File: src/rtl/systolic_skew_feeder_if.sv
// Operand-feeder bus: controller handshake, matrix snapshot inputs and skewed lane outputs.
interface systolic_skew_feeder_if #(
  parameter int N      = 3,
  parameter int K      = 3,
  parameter int DATA_W = 16
);
  logic                    start;
  logic [N*K*DATA_W-1:0]   a_flat;
  logic [K*N*DATA_W-1:0]   b_flat;
  logic [N*DATA_W-1:0]     row_out;
  logic [N*DATA_W-1:0]     col_out;
  logic [N-1:0]            lane_vld;
  logic                    busy;
  logic                    done;

  modport master (
    output start, a_flat, b_flat,
    input  row_out, col_out, lane_vld, busy, done
  );

  modport slave (
    input  start, a_flat, b_flat,
    output row_out, col_out, lane_vld, busy, done
  );
endinterface

File: src/rtl/systolic_skew_feeder.sv
// Skewed operand feeder for an N x N output-stationary systolic array (C = A*B).
// Optional drain phase enabled by defining SKEW_FEEDER_DRAIN_EN.
module systolic_skew_feeder #(
  parameter int N      = 3,
  parameter int K      = 3,
  parameter int DATA_W = 16
) (
  input  logic                  clk,
  input  logic                  rst,
  systolic_skew_feeder_if.slave fd
);
  localparam int CW = $clog2(K + 2*N) + 1;
  localparam logic [CW-1:0] LAST_STEP = CW'(K + N - 1);
`ifdef SKEW_FEEDER_DRAIN_EN
  localparam logic [CW-1:0] DRAIN_END = CW'(K + 2*N - 2);
`endif

  typedef enum logic [1:0] {
    S_IDLE,
    S_FEED
`ifdef SKEW_FEEDER_DRAIN_EN
    , S_DRAIN
`endif
  } state_e;

  state_e              state_q, state_d;
  logic [CW-1:0]       cnt_q, cnt_d;
  logic [DATA_W-1:0]   a_q [N][K];
  logic [DATA_W-1:0]   b_q [K][N];
  logic [N*DATA_W-1:0] row_q, row_d;
  logic [N*DATA_W-1:0] col_q, col_d;
  logic [N-1:0]        vld_q, vld_d;
  logic                done_q, done_d;
  logic                snap_en;

  always_ff @(posedge clk) begin
    if (rst) begin
      state_q <= S_IDLE;
      cnt_q   <= '0;
      row_q   <= '0;
      col_q   <= '0;
      vld_q   <= '0;
      done_q  <= 1'b0;
    end else begin
      state_q <= state_d;
      cnt_q   <= cnt_d;
      row_q   <= row_d;
      col_q   <= col_d;
      vld_q   <= vld_d;
      done_q  <= done_d;
    end
  end

  always_ff @(posedge clk) begin
    if (snap_en) begin
      for (int unsigned i = 0; i < N; i++) begin
        for (int unsigned k = 0; k < K; k++) begin
          a_q[i][k] <= fd.a_flat[(i*K + k)*DATA_W +: DATA_W];
          b_q[k][i] <= fd.b_flat[(k*N + i)*DATA_W +: DATA_W];
        end
      end
    end
  end

  always_comb begin
    state_d = state_q;
    cnt_d   = cnt_q;
    unique case (state_q)
      S_IDLE: begin
        if (fd.start) begin
          state_d = S_FEED;
          cnt_d   = '0;
        end
      end
      S_FEED: begin
        cnt_d = cnt_q + 1'b1;
        if (cnt_q == LAST_STEP) begin
`ifdef SKEW_FEEDER_DRAIN_EN
          state_d = (N > 1) ? S_DRAIN : S_IDLE;
`else
          state_d = S_IDLE;
`endif
        end
      end
`ifdef SKEW_FEEDER_DRAIN_EN
      S_DRAIN: begin
        cnt_d = cnt_q + 1'b1;
        if (cnt_q == DRAIN_END) state_d = S_IDLE;
      end
`endif
      default: state_d = S_IDLE;
    endcase
  end

  // Step t feeds A[i][k]/B[k][i] on lane i exactly when t == i + k; all other lanes stay zero.
  always_comb begin
    row_d   = '0;
    col_d   = '0;
    vld_d   = '0;
    snap_en = (state_q == S_IDLE) && fd.start;
    done_d  = (state_q != S_IDLE) && (state_d == S_IDLE);
    if (state_q == S_FEED && cnt_q != LAST_STEP) begin
      for (int unsigned i = 0; i < N; i++) begin
        for (int unsigned k = 0; k < K; k++) begin
          if (cnt_q == CW'(i + k)) begin
            row_d[i*DATA_W +: DATA_W] = a_q[i][k];
            col_d[i*DATA_W +: DATA_W] = b_q[k][i];
            vld_d[i]                  = 1'b1;
          end
        end
      end
    end
  end

  assign fd.row_out  = row_q;
  assign fd.col_out  = col_q;
  assign fd.lane_vld = vld_q;
  assign fd.done     = done_q;
  assign fd.busy     = (state_q != S_IDLE);

endmodule
File: src/flat_wrapper.sv
// flat-port wrapper written by rule: the top's interface ports become plain ports
module systolic_skew_feeder_flat 
#(
  parameter int N      = 3,
  parameter int K      = 3,
  parameter int DATA_W = 16
)
  (clk, rst, fd_start, fd_a_flat, fd_b_flat, fd_row_out, fd_col_out, fd_lane_vld, fd_busy, fd_done);
  systolic_skew_feeder_if #(.N(N), .K(K), .DATA_W(DATA_W)) fd_i ();
  input  logic clk;
  input  logic rst;
  input wire logic [$bits(fd_i.start)-1:0] fd_start;
  input wire logic [$bits(fd_i.a_flat)-1:0] fd_a_flat;
  input wire logic [$bits(fd_i.b_flat)-1:0] fd_b_flat;
  output wire logic [$bits(fd_i.row_out)-1:0] fd_row_out;
  output wire logic [$bits(fd_i.col_out)-1:0] fd_col_out;
  output wire logic [$bits(fd_i.lane_vld)-1:0] fd_lane_vld;
  output wire logic [$bits(fd_i.busy)-1:0] fd_busy;
  output wire logic [$bits(fd_i.done)-1:0] fd_done;
  assign fd_i.start = fd_start;
  assign fd_i.a_flat = fd_a_flat;
  assign fd_i.b_flat = fd_b_flat;
  assign fd_row_out = fd_i.row_out;
  assign fd_col_out = fd_i.col_out;
  assign fd_lane_vld = fd_i.lane_vld;
  assign fd_busy = fd_i.busy;
  assign fd_done = fd_i.done;
  systolic_skew_feeder #(.N(N), .K(K), .DATA_W(DATA_W)) u_core (.clk(clk), .rst(rst), .fd(fd_i));
endmodule
File: config.mk
export PLATFORM = sky130hd
export DESIGN_NAME = systolic_skew_feeder_flat
export DESIGN_NICKNAME = d
export VERILOG_FILES = /design/src/rtl/systolic_skew_feeder_if.sv /design/src/rtl/systolic_skew_feeder.sv /design/src/flat_wrapper.sv
export SDC_FILE = /design/constraint.sdc
export NUM_CORES = 1
export LEC_CHECK = 0
export BUFFER_PORTS_ARGS = -buffer_cell sky130_fd_sc_hd__buf_2
export CORE_MARGIN = 1.5
export CORE_UTILIZATION = 45
export DETAILED_ROUTE_END_ITERATION = 16
export HOLD_SLACK_MARGIN = 0.05
export PLACE_DENSITY = 0.72
export SLEW_MARGIN = 20
export SYNTH_ARGS = -nofsm -noshare
export SYNTH_HDL_FRONTEND = slang
export SYNTH_SLANG_ARGS = --single-unit
File: constraint.sdc
create_clock -name clk -period 21.9 [get_ports clk]
set_clock_uncertainty 0.15 [all_clocks]
set_input_delay 2.19 -clock clk [delete_from_list [all_inputs] [get_ports clk]]
set_output_delay 2.19 -clock clk [all_outputs]
set_load 0.05 [all_outputs]
==> metrics.md, run 1 <==
| Metric | Value |
|---|---|
| RSZ-0062 raised after global routing | false |
| TNS Setup | 0 ps |
| I/O Buffers | 391 |
| Starting Density | 46.2% |
| # rows | 64 |
| Synth Instances | 966 |
| Setup ws final | 16,760 ps |
| Die height | 181 um |
| Area occupied by registers | 10,800 um^2 |
| Vias per std cell | 5.33 |
| DRC viols | 0 |
| Fill count | 2,432 |
| CP Buf/Inv Count | 4 |
| DRT Pass-1 Iters | 7 |
| Worst slack at placement | 15,900 ps |
| Dpl hpwl | 22,300 um |
| Multi-input gate area | 3050 um^2 |
| Finish-stage setup viols | 0 |
| CP Max Fanout | 123 |
| Post-synth ARST share | 0% |
| First-pass GRT wire length | 53,700 um |
| Reg-to-Reg Start | u_core.state_q[0] |
| Synth Area in Compound Gates | 10.5% |
| Peak VDD IR | 0.0000648 V |
| Synth Register Bits | 395 |
| Final net count | 1,630 |
| Root buffer cell | clkbuf_16 |
| Fin crit share | 23.4% |
| Clock network fraction of total power | 43.2% |
| Postcts setup bufs | 0 |
| Worst-path cell chain | buf_2 -> or3b_1 -> inv_8 -> buf_6 -> buf_4 |
| Mapped Area | 14,200 um^2 |
| Arrival @ worst endpoint | 5130 ps |
| Critical path data required time | 21,890 ps |
| Total GRT Usage | 21.5% |
| Design Area, Final | 17,900 um^2 |
| Reg2Reg Setup Slack | 18,150 ps |
| Post-Synth Adder-Cell Area | 0.352% |
| # resized after CTS | 0 |
| Area growth syn-to-layout | 25.9% |
| P_sw | 0.000319 W |
| CTS Buffer Depth | 3 |
| # clock sinks | 395 |
| Critical Path Source Type | primary input |
| DRT antenna net count | 0 |
| Critical Path Sink Type | register |
| Die X | 181 um |
| Pin count of the biggest net entering global routing | 124 |
| Total grt overflow | 0 |
| Layout cells sized above 1 | 36.5% |
| Synth Net Count | 1,261 |
| Final Wtd Congestion | 0.815 |
| Fmax | 195 MHz |
| Critical path's top delay family | buffers and inverters |
| PD cells | 88.6 nW/um^2 |
| Worst min path class | reg2reg |
| Core Region | 30,800 um^2 |
| Start point of the worst hold path | u_core.b_q[0][116] |
| Slew Limit Fails | 0 |
| Initial antenna violation count | 11 |
| Pleak | 7.11 nW |
| Dominant cells by area after synthesis | edfxtp_1, dfxtp_1, nor2_1, o221a_1, and3b_1 |
| Post-synthesis sequential area ratio | 75.8% |
| RR Endpoint | u_core.a_q[0][0] |
| Clk pin slew, worst setup/hold paths | 60 ps |
| Outcome | complete, no violations |
| Fin cells | 1,772 |
| Slowest stage cell, crit path | buf_4 |
| Vias in the first global route | 9,428 |
| Hold path cells | 2 |
| Die area | 32,700 um^2 |
| Worst-Skew Late Latency | 530 ps |
| Post-synth EDFFs | 288 |
| Minimum clock period after layout | 5140 ps |
| Final Hold Violating Endpoints | 0 |
| Post-placement cell area | 16,500 um^2 |
| Final hold slack | 331 ps |
| Routed len/inst | 20.0 um |
| Critical path class | in2reg |
| Most frequent cell after synthesis | edfxtp_1 |
| Largest family of logic cells by synthesized area | compound AO/OA/AOI/OAI gates |
| DR vias | 9,443 |
| CTS H-tree depth | 2 |
| Dpl cells | 1,688 |
| Pint | 0.00127 W |
| Reg2Reg Depth | 4 |
| Hold_buf cts | 0 |
| Switching share of power | 20.1% |
| DRT iter0 DRCs | 646 |
| Max_slew headroom | 25.3% |
| Yosys cell types | 40 |
| XOR/XNOR Fraction of Synth Area | 0% |
| Yosys top cell by area | edfxtp_1 |
| Largest stage delay on the critical path | 880 ps |
| Synth Flop Type | edfxtp_1 |
| CTS tree | built |
| Max cap viols | 0 |
| Post-synthesis mux area share | 0% |
| Yosys warns | 0 |
| Slew @ Worst Pin | 1120 ps |
| Simple-gate share of the synthesized area | 10.2% |
| Synthesized area per cell | 14.7 um^2 |
| Routed Wire Length | 35,500 um |
| Yosys top cell area share | 60.8% |
| CTS Buf Count | 41 |
| Hold Crit Endpoint | u_core.fd.col_out[20] |
| Synth top cells by count | edfxtp_1, dfxtp_1, nor2_1 |
| Power share of the combinational group | 3.9% |
| Sequential power share | 52.9% |
| # IOs | 392 |
## worst max-delay path by stage
stage / slack, ps / startpoint / cells after the start / to
detailed placement: 15900 / fd_start / 5 / u_core.a_q[0][30]
global placement: 16000 / fd_start / 5 / u_core.a_q[0][13]
floorplan: 12970 / fd_start / 2 / u_core.a_q[0][0]
global route: 16560 / fd_start / 5 / u_core.a_q[0][13]
CTS: 16470 / fd_start / 5 / u_core.a_q[0][21]
finish: 16760 / fd_start / 5 / u_core.a_q[0][0]
## per-stage QoR
step,utilization (%),total power (W)
2_1_floorplan,-,0.000885
3_3_place_gp,53.6,0.000915
3_5_place_dp,53.7,0.000917
4_1_cts,58.0,0.00160
5_1_grt,58.1,0.00164
6_report,58.1,0.00159
## layout make-up
cell class / count / area share, %
multi-input combinational: 456 / 17.0
inverter: 35 / 0.775
clock buffer: 64 / 6.84
timing repair buffer: 406 / 11.6
sequential: 395 / 60.2
antenna: 8 / 0.112
tap: 396 / 2.77
clock inverter: 12 / 0.664
## power groups by stage
| stage | Sequential (W) | Combinational, W | Clock [W] |
|---|---|---|---|
| 2_1_floorplan | 0.000863 | 0.0000221 | 0 |
| 3_3_place_gp | 0.000854 | 0.0000605 | 0 |
| 6_report | 0.000839 | 0.0000617 | 0.000686 |
| 3_5_place_dp | 0.000855 | 0.0000620 | 0 |
| 4_1_cts | 0.000839 | 0.0000624 | 0.000697 |
| 5_1_grt | 0.000841 | 0.0000674 | 0.000727 |
## cell families after synthesis
logic type                 count (synthesis)
DFF                                      395
and+or+nand+nor                          248
adders and majority gates                  4
buffers and inverters                    115
other                                      1
AOI/OAI and AO/OA                        203
## sequential cells by signal, summed over array words and instances, names as in the netlist
signal / flops
u_core.fd.lane_vld: 3
u_core.fd.row_out: 48
u_core.state_q: 2
u_core.cnt_q: 5
u_core.fd.done: 1
u_core.b_q: 144
u_core.a_q: 144
u_core.fd.col_out: 48
## cell usage in the layout, fill, tap and decap left out, types with 7 or more instances in the layout
cell type	synthesis	final
a2111oi_1	9	9
a211oi_1	32	32
a21oi_1	58	58
a22oi_1	13	13
and3_1	32	32
and3b_1	34	34
buf_2	8	391
buf_4	0	13
clkbuf_1	68	14
clkbuf_16	0	43
clkbuf_8	0	7
dfxtp_1	107	107
diode_2	0	8
edfxtp_1	288	288
inv_1	34	33
nand3_1	32	32
nor2_1	100	99
nor3_2	20	19
o21ai_0	30	30
o221a_1	32	32
o32a_1	20	20
## per-layer routing
| layer | wire length [um] | up-vias | global-route usage, % |
|---|---|---|---|
| met3 | 3320 | 98 | 6.21 |
| met2 | 17200 | 447 | 35.2 |
| met5 | 24 | - | 0 |
| met4 | 1460 | 4 | 9.82 |
| li1 | - | 4397 | - |
| met1 | 13500 | 4497 | 26.4 |
## worst reg2reg max path: stages, from the launching register on
cell	delay [ps]
dfxtp_1	340
or3b_1	520
inv_8	620
buf_6	710
buf_4	960
No activity file was read; power rests on OpenSTA's default activity.
==> run 2, diff against run 1 <==
==> constraint.sdc (replaced) <==
create_clock -name clk -period 4.8 [get_ports clk]
set_clock_uncertainty 0.15 [all_clocks]
set_input_delay 0.48 -clock clk [delete_from_list [all_inputs] [get_ports clk]]
set_output_delay 0.48 -clock clk [all_outputs]
set_load 0.05 [all_outputs]
==> run 2 against run 1 <==
Register-to-register slack got worse by 16000 ps. Combinational power rose to 8.0 times the previous value. Clock power rose to 4.9 times the previous value. Worst hold slack got worse by 230 ps. Cell count rose by 16%. Total power rose to 4.8 times the previous value. Critical path depth rose by 2. Routed wire length rose by 20%. Non-clock buffer count rose by 292. Via count rose by 17%. Highest routed layer unchanged.
==> metrics.md, run 2 (synthesized netlist as in run 1, its figures left out) <==
| Metric | Value |
|---|---|
| Outcome | complete, no violations |
| # rows | 64 |
| RSZ-0062 raised after global routing | false |
| Max cap viols | 0 |
| Critical path class | reg2reg |
| Finish-stage setup viols | 0 |
| Total grt overflow | 0 |
| Post-placement cell area | 16,600 um^2 |
| Routed Wire Length | 42,800 um |
| CP Max Fanout | 37 |
| PD cells | 367 nW/um^2 |
| Largest stage delay on the critical path | 510 ps |
| Critical path data required time | 5030 ps |
| Design Area, Final | 20,900 um^2 |
| DRT Pass-1 Iters | 6 |
| Die X | 181 um |
| Regs by FF count | u_core.a_q (144), u_core.b_q (144) |
| Dpl hpwl | 22,900 um |
| TNS Setup | 0 ps |
| Routed len/inst | 20.8 um |
| Commonest non-fill, non-tap cell in the layout | buf_2 |
| Slew @ Worst Pin | 1100 ps |
| Clk pin slew, worst setup/hold paths | 60 ps |
| RR Endpoint | u_core.fd.row_out[26] |
| Peak VDD IR | 0.000229 V |
| DRT iter0 DRCs | 752 |
| Slew Limit Fails | 0 |
| Core Region | 30,800 um^2 |
| DRC viols | 0 |
| Final Wtd Congestion | 0.833 |
| Hold_buf cts | 288 |
| I/O Buffers | 391 |
| Final Hold Violating Endpoints | 0 |
| Final net count | 1,923 |
| Fin crit share | 63.5% |
| Minimum clock period after layout | 3050 ps |
| Pin count of the biggest net entering global routing | 89 |
| First-pass GRT wire length | 64,700 um |
| # resized after CTS | 0 |
| Critical path's top delay family | buffers and inverters |
| Total GRT Usage | 25.7% |
| CTS Buf Count | 42 |
| Vias in the first global route | 11.8k |
| Final hold slack | 100 ps |
| Stages on worst setup path | 7 |
| Worst-path cell chain | inv_1 -> ha_1 -> buf_4 -> nand4bb_1 -> nand3b_1 -> buf_4 -> a2111oi_1 |
| Reg2Reg Setup Slack | 1750 ps |
| Vias per std cell | 5.36 |
| Slowest stage cell, crit path | a2111oi_1 |
| Pleak | 8.39 nW |
| Die area | 32,700 um^2 |
| CTS H-tree depth | 2 |
| Worst setup path start | u_core.cnt_q[1] |
| Critical Path Sink Type | register |
| DRT antenna net count | 0 |
| # IOs | 392 |
| Initial antenna violation count | 3 |
| Starting Density | 46.2% |
| Area growth syn-to-layout | 47.1% |
| Layout cells sized above 1 | 30.6% |
| CTS Buffer Depth | 3 |
| Root buffer cell | clkbuf_16 |
| Worst min path class | in2reg |
| Reg2Reg Depth | 7 |
| CP Buf/Inv Count | 3 |
| Arrival @ worst endpoint | 3280 ps |
| Critical Path Source Type | register |
| Reg-to-Reg Start | u_core.cnt_q[1] |
| Worst-Skew Late Latency | 530 ps |
| Crit-path most repeated cell | buf_4 |
| End point of the critical path | u_core.fd.row_out[26] |
| Die height | 181 um |
| CTS tree | built |
| # clock sinks | 395 |
| Max_slew headroom | 26.9% |
| Postcts setup bufs | 0 |
| Fmax | 328 MHz |
| DR vias | 11.0k |
| Commonest non-fill, non-tap cells in the layout | buf_2, dlygate4sd3_1, edfxtp_1, dfxtp_1, nor2_1 |
## run 2: cell count changes in the layout (fill, tap and decap cells not counted), moves of 2 or more
cell           previous run  this run
clkinv_2                  6         4
dlygate4sd3_1             0       288
diode_2                   8         2
buf_4                    13        16
bufinv_16                 2         6
buf_6                     2         0
buf_12                    0         2
clkbuf_1                 14         8
## run 2: area by class of cell
class                           instances  area, um^2
Multi-Input combinational cell        456        3050
Sequential cell                       395       10800
Fill cell                            2024        9900
Timing Repair Buffer                  698        5010
Clock inverter                         16         241
Tap cell                              396         495
Clock buffer                           58        1200
Antenna cell                            2        5.00
Inverter                               35         135
## run 2: metrics by stage
step	power, W	std cells	util, %	setup slack, ps
5_1_grt	0.00791	2056	67.9	1490
3_3_place_gp	0.00418	1691	53.8	2000
4_1_cts	0.00769	2053	67.8	1790
6_report	0.00769	2056	67.9	1750
2_1_floorplan	0.00403	966	-	-769
3_5_place_dp	0.00419	1691	53.8	1810
## run 2: worst min-delay path by stage
stage               depth (start not counted)                     to  slack (ps)          startpoint
floorplan                                   2  u_core.fd.col_out[18]         310  u_core.b_q[0][114]
global placement                            2  u_core.fd.col_out[21]         320  u_core.b_q[0][117]
detailed placement                          2  u_core.fd.row_out[20]         330    u_core.a_q[1][4]
CTS                                         2        u_core.cnt_q[3]          70                 rst
global route                                2        u_core.cnt_q[2]         100                 rst
finish                                      2        u_core.cnt_q[4]         100                 rst
## run 2: per-layer routing
layer  share of wire, %  up-vias  global-route usage, %  wire length (um)
li1                   -     4964                      -                 -
met1                 37     5309                   29.6             15800
met2                 51      613                   45.5             21800
met3                7.9      139                   5.66              3360
met4                4.2        2                   12.0              1790
met5              0.028        -                      0                12
## run 2: power breakdown
group	switching [W]	internal [W]
Combinational	0.000217	0.000276
Clock	0.00129	0.00207
Sequential	0.0000351	0.00380
